--- config.mk ---
export PLATFORM = sky130hd
export DESIGN_NAME = pong_game_core
export DESIGN_NICKNAME = d
export VERILOG_FILES = /design/src/rtl/pong_game_core.sv
export SDC_FILE = /design/constraint.sdc
export NUM_CORES = 1
export LEC_CHECK = 0
export CORE_UTILIZATION = 30
export CTS_BUF_LIST = sky130_fd_sc_hd__clkbuf_8
export DETAILED_ROUTE_END_ITERATION = 7
export DONT_BUFFER_PORTS = 1
export PLACE_DENSITY = 0.48
export SETUP_SLACK_MARGIN = 0.2
export SYNTH_ARGS = -nofsm -noshare
export SYNTH_HDL_FRONTEND = slang
export SYNTH_SLANG_ARGS = --single-unit
--- constraint.sdc ---
create_clock -name clk -period 3.45 [get_ports clk]
set_input_delay 0.1725 -clock clk [delete_from_list [all_inputs] [get_ports clk]]
set_output_delay 0.1725 -clock clk [all_outputs]
set_load 0.05 [all_outputs]
--- src/rtl/pong_game_core.sv ---
// Pong game-state engine: ball/paddle motion, scoring, opponent AI and game flow.
// Optional macro PONG_SPEEDUP_EN adds a ball speed that rises on every paddle hit.
module pong_game_core #(
  parameter int SCREEN_W       = 640,
  parameter int SCREEN_H       = 480,
  parameter int COORD_W        = 10,
  parameter int BALL_SIZE      = 8,
  parameter int PADDLE_W       = 8,
  parameter int PADDLE_H       = 64,
  parameter int OPP_X          = 16,
  parameter int PLY_X          = 616,
  parameter int BALL_SPEED     = 2,
  parameter int PADDLE_SPEED   = 4,
  parameter int AI_SPEED       = 2,
  parameter int FRAME_DIV      = 1,
  parameter int SERVE_DELAY    = 60,
  parameter int SCORE_W        = 4,
  parameter int WIN_SCORE      = 9,
  parameter int BALL_SPEED_MAX = 6
) (
  input  logic               clk,
  input  logic               rst_n,
  input  logic               frame_tick,
  input  logic               btn_up,
  input  logic               btn_down,
  input  logic               btn_start,
  output logic [COORD_W-1:0] ball_x,
  output logic [COORD_W-1:0] ball_y,
  output logic [COORD_W-1:0] paddle_y,
  output logic [COORD_W-1:0] op_paddle_y,
  output logic [SCORE_W-1:0] score_ply,
  output logic [SCORE_W-1:0] score_opp,
  output logic [2:0]         state,
  output logic               point_pulse,
  output logic               game_over
);
  // state   | meaning
  // S_IDLE  | waiting for btn_start, everything centred
  // S_SERVE | ball parked for SERVE_DELAY ticks, paddles live
  // S_PLAY  | ball moving, bounce / hit / miss checks
  // S_POINT | one tick: score, recentre, pick next state
  // S_OVER  | frozen until btn_start
  typedef enum logic [2:0] {
    S_IDLE = 3'd0, S_SERVE = 3'd1, S_PLAY = 3'd2, S_POINT = 3'd3, S_OVER = 3'd4
  } state_t;

  localparam int BALL_X0    = (SCREEN_W - BALL_SIZE) / 2;
  localparam int BALL_Y0    = (SCREEN_H - BALL_SIZE) / 2;
  localparam int PAD_Y0     = (SCREEN_H - PADDLE_H) / 2;
  localparam int PAD_MAX    = SCREEN_H - PADDLE_H;
  localparam int BALL_X_MAX = SCREEN_W - BALL_SIZE;
  localparam int BALL_Y_MAX = SCREEN_H - BALL_SIZE;
  localparam int OPP_FACE   = OPP_X + PADDLE_W;
  localparam int SCORE_MAX  = (2 ** SCORE_W) - 1;

  state_t             state_q, state_d;
  logic [COORD_W-1:0] ball_x_q, ball_x_d, ball_y_q, ball_y_d;
  logic [COORD_W-1:0] paddle_y_q, paddle_y_d, op_paddle_y_q, op_paddle_y_d;
  logic [SCORE_W-1:0] score_ply_q, score_ply_d, score_opp_q, score_opp_d;
  logic               dir_x_q, dir_x_d, dir_y_q, dir_y_d;
  logic               point_pulse_q, point_pulse_d, game_over_q, game_over_d;
  logic [7:0]         div_q, div_d;
  logic [15:0]        serve_cnt_q, serve_cnt_d;
  logic               tick;
  int                 bx, by, py, oy, spd, ai_diff;

  assign bx      = int'(ball_x_q);
  assign by      = int'(ball_y_q);
  assign py      = int'(paddle_y_q);
  assign oy      = int'(op_paddle_y_q);
  assign ai_diff = (by + BALL_SIZE / 2) - (oy + PADDLE_H / 2);

`ifdef PONG_SPEEDUP_EN
  logic [7:0] spd_q, spd_d;
  assign spd = int'(spd_q);
`else
  assign spd = (BALL_SPEED < BALL_SPEED_MAX) ? BALL_SPEED : BALL_SPEED_MAX;
`endif

  always_comb begin
    div_d = div_q;
    tick  = 1'b0;
    if (frame_tick) begin
      if (div_q == 8'(FRAME_DIV - 1)) begin
        tick  = 1'b1;
        div_d = '0;
      end else begin
        div_d = div_q + 8'd1;
      end
    end
  end

  always_comb begin
    state_d       = state_q;
    ball_x_d      = ball_x_q;
    ball_y_d      = ball_y_q;
    paddle_y_d    = paddle_y_q;
    op_paddle_y_d = op_paddle_y_q;
    score_ply_d   = score_ply_q;
    score_opp_d   = score_opp_q;
    dir_x_d       = dir_x_q;
    dir_y_d       = dir_y_q;
    serve_cnt_d   = serve_cnt_q;
    point_pulse_d = 1'b0;
`ifdef PONG_SPEEDUP_EN
    spd_d         = spd_q;
`endif
    unique case (state_q)
      S_IDLE: begin
        if (btn_start) begin
          state_d     = S_SERVE;
          score_ply_d = '0;
          score_opp_d = '0;
          serve_cnt_d = '0;
        end
      end
      S_OVER: begin
        if (btn_start) begin
          state_d       = S_IDLE;
          ball_x_d      = COORD_W'(BALL_X0);
          ball_y_d      = COORD_W'(BALL_Y0);
          paddle_y_d    = COORD_W'(PAD_Y0);
          op_paddle_y_d = COORD_W'(PAD_Y0);
          score_ply_d   = '0;
          score_opp_d   = '0;
          dir_x_d       = 1'b1;
          dir_y_d       = 1'b1;
`ifdef PONG_SPEEDUP_EN
          spd_d         = 8'(BALL_SPEED);
`endif
        end
      end
      default: begin
        if (tick) begin
          if (btn_up && !btn_down)
            paddle_y_d = (py <= PADDLE_SPEED) ? '0 : COORD_W'(py - PADDLE_SPEED);
          else if (btn_down && !btn_up)
            paddle_y_d = (py + PADDLE_SPEED >= PAD_MAX) ? COORD_W'(PAD_MAX) : COORD_W'(py + PADDLE_SPEED);
          // AI deadband of +/-AI_SPEED keeps the paddle from dithering around the ball
          if (ai_diff > AI_SPEED)
            op_paddle_y_d = (oy + AI_SPEED >= PAD_MAX) ? COORD_W'(PAD_MAX) : COORD_W'(oy + AI_SPEED);
          else if (ai_diff < -AI_SPEED)
            op_paddle_y_d = (oy <= AI_SPEED) ? '0 : COORD_W'(oy - AI_SPEED);

          case (state_q)
            S_SERVE: begin
              serve_cnt_d = serve_cnt_q + 16'd1;
              if (int'(serve_cnt_q) + 1 >= SERVE_DELAY) state_d = S_PLAY;
            end
            S_PLAY: begin
              if (dir_y_q) begin
                if (by + spd >= BALL_Y_MAX) begin
                  ball_y_d = COORD_W'(BALL_Y_MAX);
                  dir_y_d  = 1'b0;
                end else begin
                  ball_y_d = COORD_W'(by + spd);
                end
              end else if (by <= spd) begin
                ball_y_d = '0;
                dir_y_d  = 1'b1;
              end else begin
                ball_y_d = COORD_W'(by - spd);
              end

              if (dir_x_q) begin
                if (bx + BALL_SIZE <= PLY_X && bx + BALL_SIZE + spd >= PLY_X &&
                    by + BALL_SIZE > py && by < py + PADDLE_H) begin
                  ball_x_d = COORD_W'(PLY_X - BALL_SIZE);
                  dir_x_d  = 1'b0;
`ifdef PONG_SPEEDUP_EN
                  if (spd < BALL_SPEED_MAX) spd_d = spd_q + 8'd1;
`endif
                end else if (bx + spd >= BALL_X_MAX) begin
                  state_d = S_POINT;
                end else begin
                  ball_x_d = COORD_W'(bx + spd);
                end
              end else begin
                if (bx >= OPP_FACE && bx - spd <= OPP_FACE &&
                    by + BALL_SIZE > oy && by < oy + PADDLE_H) begin
                  ball_x_d = COORD_W'(OPP_FACE);
                  dir_x_d  = 1'b1;
`ifdef PONG_SPEEDUP_EN
                  if (spd < BALL_SPEED_MAX) spd_d = spd_q + 8'd1;
`endif
                end else if (bx <= spd) begin
                  state_d = S_POINT;
                end else begin
                  ball_x_d = COORD_W'(bx - spd);
                end
              end
            end
            S_POINT: begin
              point_pulse_d = 1'b1;
              ball_x_d      = COORD_W'(BALL_X0);
              ball_y_d      = COORD_W'(BALL_Y0);
              dir_y_d       = ~dir_y_q;
`ifdef PONG_SPEEDUP_EN
              spd_d         = 8'(BALL_SPEED);
`endif
              // the ball is parked where it missed, so its side names the scorer
              if (bx < SCREEN_W / 2) begin
                dir_x_d = 1'b0;
                if (int'(score_ply_q) < SCORE_MAX) score_ply_d = score_ply_q + SCORE_W'(1);
              end else begin
                dir_x_d = 1'b1;
                if (int'(score_opp_q) < SCORE_MAX) score_opp_d = score_opp_q + SCORE_W'(1);
              end
              if (int'(score_ply_d) == WIN_SCORE || int'(score_opp_d) == WIN_SCORE) begin
                state_d = S_OVER;
              end else begin
                state_d     = S_SERVE;
                serve_cnt_d = '0;
              end
            end
            default: ;
          endcase
        end
      end
    endcase
    game_over_d = (state_d == S_OVER);
  end

  always_ff @(posedge clk or negedge rst_n) begin
    if (!rst_n) begin
      state_q       <= S_IDLE;
      ball_x_q      <= COORD_W'(BALL_X0);
      ball_y_q      <= COORD_W'(BALL_Y0);
      paddle_y_q    <= COORD_W'(PAD_Y0);
      op_paddle_y_q <= COORD_W'(PAD_Y0);
      score_ply_q   <= '0;
      score_opp_q   <= '0;
      dir_x_q       <= 1'b1;
      dir_y_q       <= 1'b1;
      point_pulse_q <= 1'b0;
      game_over_q   <= 1'b0;
      div_q         <= '0;
      serve_cnt_q   <= '0;
`ifdef PONG_SPEEDUP_EN
      spd_q         <= 8'(BALL_SPEED);
`endif
    end else begin
      state_q       <= state_d;
      ball_x_q      <= ball_x_d;
      ball_y_q      <= ball_y_d;
      paddle_y_q    <= paddle_y_d;
      op_paddle_y_q <= op_paddle_y_d;
      score_ply_q   <= score_ply_d;
      score_opp_q   <= score_opp_d;
      dir_x_q       <= dir_x_d;
      dir_y_q       <= dir_y_d;
      point_pulse_q <= point_pulse_d;
      game_over_q   <= game_over_d;
      div_q         <= div_d;
      serve_cnt_q   <= serve_cnt_d;
`ifdef PONG_SPEEDUP_EN
      spd_q         <= spd_d;
`endif
    end
  end

  assign ball_x      = ball_x_q;
  assign ball_y      = ball_y_q;
  assign paddle_y    = paddle_y_q;
  assign op_paddle_y = op_paddle_y_q;
  assign score_ply   = score_ply_q;
  assign score_opp   = score_opp_q;
  assign state       = state_q;
  assign point_pulse = point_pulse_q;
  assign game_over   = game_over_q;

endmodule

==> out/metrics.yaml <==
setup.worst_path.end_class: "register"
detailedRoute.firstIterationViolations: 497
ys_top_cells_by_area: "dfrtp_1 (18%), ha_1 (12%), dfstp_2 (6.1%)"
fp.coreArea_um2: 25330
synthDominantAreaCellType: "dfrtp_1"
worstHoldPathType: "in2reg"
num_antenna_cells: 0
gr-total-overflow: 0
final_antenna_net_count: 0
grt_setup_unrepaired: "yes"
area_growth_syn_to_layout_pct: 21.98
post_synth_num_cell_types: 97
die_w_um: 163.1
dpl_worst_slack_ns: -0.2545
clockPowerShare_pct: 16.8
power_frac_comb_pct: 57.2
final_hold_viol_count: 0
final_area_um2: 9499
critical_path.cell_chain: "ha_2 > inv_1 > fa_1 > nand2b_1 > a31o_1 > a311oi_2 > nand4_4 > o21a_4 > a21oi_2 > nor4_4 > a211o_1"
worst_ep_required_time_ns: 3.72
clock_sinks: 74
first_global_vias: 7312
synth.top_cell.area_share_pct: 17.99
clock_tree.htree_level_count: 3
clk_root_buffer_cell: "clkbuf_8"
total_length_of_routed_wires_um: 24320
synth-seq-cells: 74
max_stage_delay_ns: 0.68
filler_cell_count: 2630
synth_commonest_cells: "nand2_1 (93), nor2_1 (92), o21ai_0 (88), ha_1 (73), inv_1 (68)"
worst_pin_slew_ns: 0.9119
clk_transition_reported_paths_ns: 0.09
internal-power_uw: 2387
post_dp_cell_area_um2: 8708
number_of_design_rule_violations_left_after_detail_routing: 0
worstSetupPathType: "reg2reg"
synth_most_common_cell: "nand2_1"
drive_above_1_share_pct: 22.64
number_of_cell_rows: 58
grt_antenna_before_repair: 0
worst_path_max_delay_cell: "dfstp_4"
post_drt_wl_per_cell_um: 17.23
timing.critical_path.arrival_ns: 3.61
ios: 59
synthesis.area_um2: 7787
final_slew_violations: 0
fin_crit_sh_pct: 96.90
power.static_leakage_uw: 0.003939
final.setup.worst_slack_ns: 0.1070
ys_dominant_reg_cell: "dfrtp_1"
synth_area_per_cell_um2: 7.733
clock_skew_ns: 0.01329
dp.final_hpwl_um: 18240
first_pass_iters: 5
switching_share_pct: 46.74
design_power_total_uw: 4482
whs_ns: 0.02452
grt_max_degree: 75
final_period_minus_worst_setup_slack_ns: 3.343
fp.dieH_um: 163.1
design.final.nets: 1159
cts-buffers-inserted: 9
multiInputGateArea_um2: 5841
power_density_nw_per_um2: 471.8
synth-edff-count: 0
proportion_of_register_bits_with_asynchronous_set_or_reset_after_synthesis_pct: 100.0
clkLatencyLatePin_ns: 0.38
vias: 7724
cts.path.max_buffers: 2
timing.fmax_ghz: 0.2991
max_cap_viol_count: 0
tritoncts: "done"
setup_viol_count_final: 0
initial_core_util_pct: 30.75
die_area_um2: 26610
critical_path.max_fanout: 6
ff_latch_area_um2: 1894
placement.io_buffers: 0
seq_area_frac_synth_pct: 24.07
seqPwrFrac_pct: 26.0
power.ir.vdd_worst_uv: 216.2
groute.usage.overall_pct: 18.55
gp_congestion: 0.8615
slew-limit-headroom_pct: 39.21
power.net_switching_uw: 2095
yosys_warnings: 0
netlist_instances: 1007
final.setup.tns_ns: 0
status: "finished, final reports clean"
detail_route.vias_per_cell: 5.470
grt_first_pass_wirelength_um: 39420
timing.critical_path.from_type: "register"
worst max-delay path, delay by kind of cell (launching register included):
| family | cells | cell delay (ns) |
|---|---|---|
| AO/OA/AOI/OAI | 5 | 1.32 |
| AND/OR/NAND/NOR | 3 | 0.42 |
| adder cells (fa/ha/maj) | 2 | 0.74 |
| flip-flops | 1 | 0.68 |
| buffers and inverters | 1 | 0.05 |
worst paths after layout:
kind / startpoint / to / slack [ns] / cells after the start
max: ball_y[3] / op_paddle_y[8] / 0.11 / 11
min: frame_tick / div_q[2] / 0.02 / 3
min in group asynchronous: rst_n / score_ply[0] / 0.34 / 2
max in group asynchronous: rst_n / op_paddle_y[4] / 2.73 / 2
max reg2reg: ball_y[3] / op_paddle_y[8] / 0.11 / 11
min reg2reg: div_q[7] / div_q[7] / 0.48 / 1
through the flow:
step	util [%]	cells
finish	37.51	1412
global route	37.51	1412
CTS	36.21	1408
detailed placement	34.38	1383
global placement	34.38	1383
floorplan	-	1011
registers in the layout (all words and copies together), names as in the netlist:
name / cells
div_q: 8
score_ply: 4
paddle_y: 8
ball_y: 9
game_over: 1
dir_x_q: 1
score_opp: 4
state: 3
ball_x: 9
serve_cnt_q: 16
op_paddle_y: 9
point_pulse: 1
dir_y_q: 1
layer usage:
layer,GRT usage (%),part of all wire (%),vias to the layer above
li1,-,-,3806
met3,3.936,5.5,14
met2,29.69,46,201
met1,25.42,48,3703
met4,4.078,1.1,0
met5,0,0,-
kinds of logic (layout without fill, tap and decap cells):
group / count (synthesis) / in the layout / share of synthesized area [%]
AND/OR/NAND/NOR: 371 / 371 / 24.00
AO/OA/AOI/OAI: 310 / 310 / 25.85
buffers and inverters: 125 / 196 / 7.664
adder cells (fa/ha/maj): 77 / 77 / 12.63
flip-flops: 74 / 74 / 24.07
XOR/XNOR: 39 / 39 / 4.386
multiplexers: 10 / 10 / 1.350
other: 1 / 5 / 0.04815
layout make-up:
| class | count | share of cell area (%) |
|---|---|---|
| timing repair buffer | 111 | 9.312 |
| clock inverter | 7 | 0.8562 |
| sequential | 74 | 19.94 |
| tap | 330 | 4.347 |
| multi-input combinational | 812 | 61.49 |
| clock buffer | 9 | 1.304 |
| inverter | 69 | 2.753 |
cell usage in the layout, fill, tap and decap left out, types with 8 or more instances in the layout:
| master | Yosys | routed |
|---|---|---|
| buf_4 | 7 | 101 |
| nand2_1 | 93 | 91 |
| nor2_1 | 92 | 89 |
| o21ai_0 | 88 | 82 |
| inv_1 | 68 | 63 |
| ha_1 | 73 | 59 |
| a21oi_1 | 63 | 57 |
| dfrtp_1 | 56 | 52 |
| nand3_1 | 35 | 32 |
| nand4_1 | 28 | 28 |
| xnor2_1 | 31 | 27 |
| nor3_1 | 25 | 25 |
| a211oi_1 | 18 | 15 |
| dfstp_2 | 18 | 14 |
| a31oi_1 | 15 | 13 |
| o211ai_1 | 13 | 13 |
| o21ai_1 | 11 | 13 |
| and3_1 | 11 | 10 |
| ha_4 | 0 | 10 |
| and2_1 | 9 | 9 |
| or3_1 | 11 | 9 |
| o31ai_1 | 10 | 9 |
| o21a_1 | 10 | 9 |
| clkbuf_8 | 3 | 9 |
| nor4_1 | 10 | 8 |
| nor2b_1 | 9 | 8 |
power by group through the flow:
| stage | Sequential [uW] | Combinational (uW) | Clock [uW] |
|---|---|---|---|
| after CTS | 1160 | 2440 | 785 |
| final | 1160 | 2570 | 753 |
| after global routing | 1180 | 2830 | 809 |
| after floorplan | 1400 | 1420 | 0 |
| after detailed placement | 1180 | 2290 | 0 |
| after global placement | 1180 | 2290 | 0 |
timing repair:
action                                 4_1_cts  5_1_grt
resized for setup                           35       59
pin swaps                                   19       27
setup endpoints to repair                   20       19
hold buffers                                 3        0
buffers inserted                             6        4
endpoints found under the hold margin       77        0
Power figures use the tool's default switching activity.
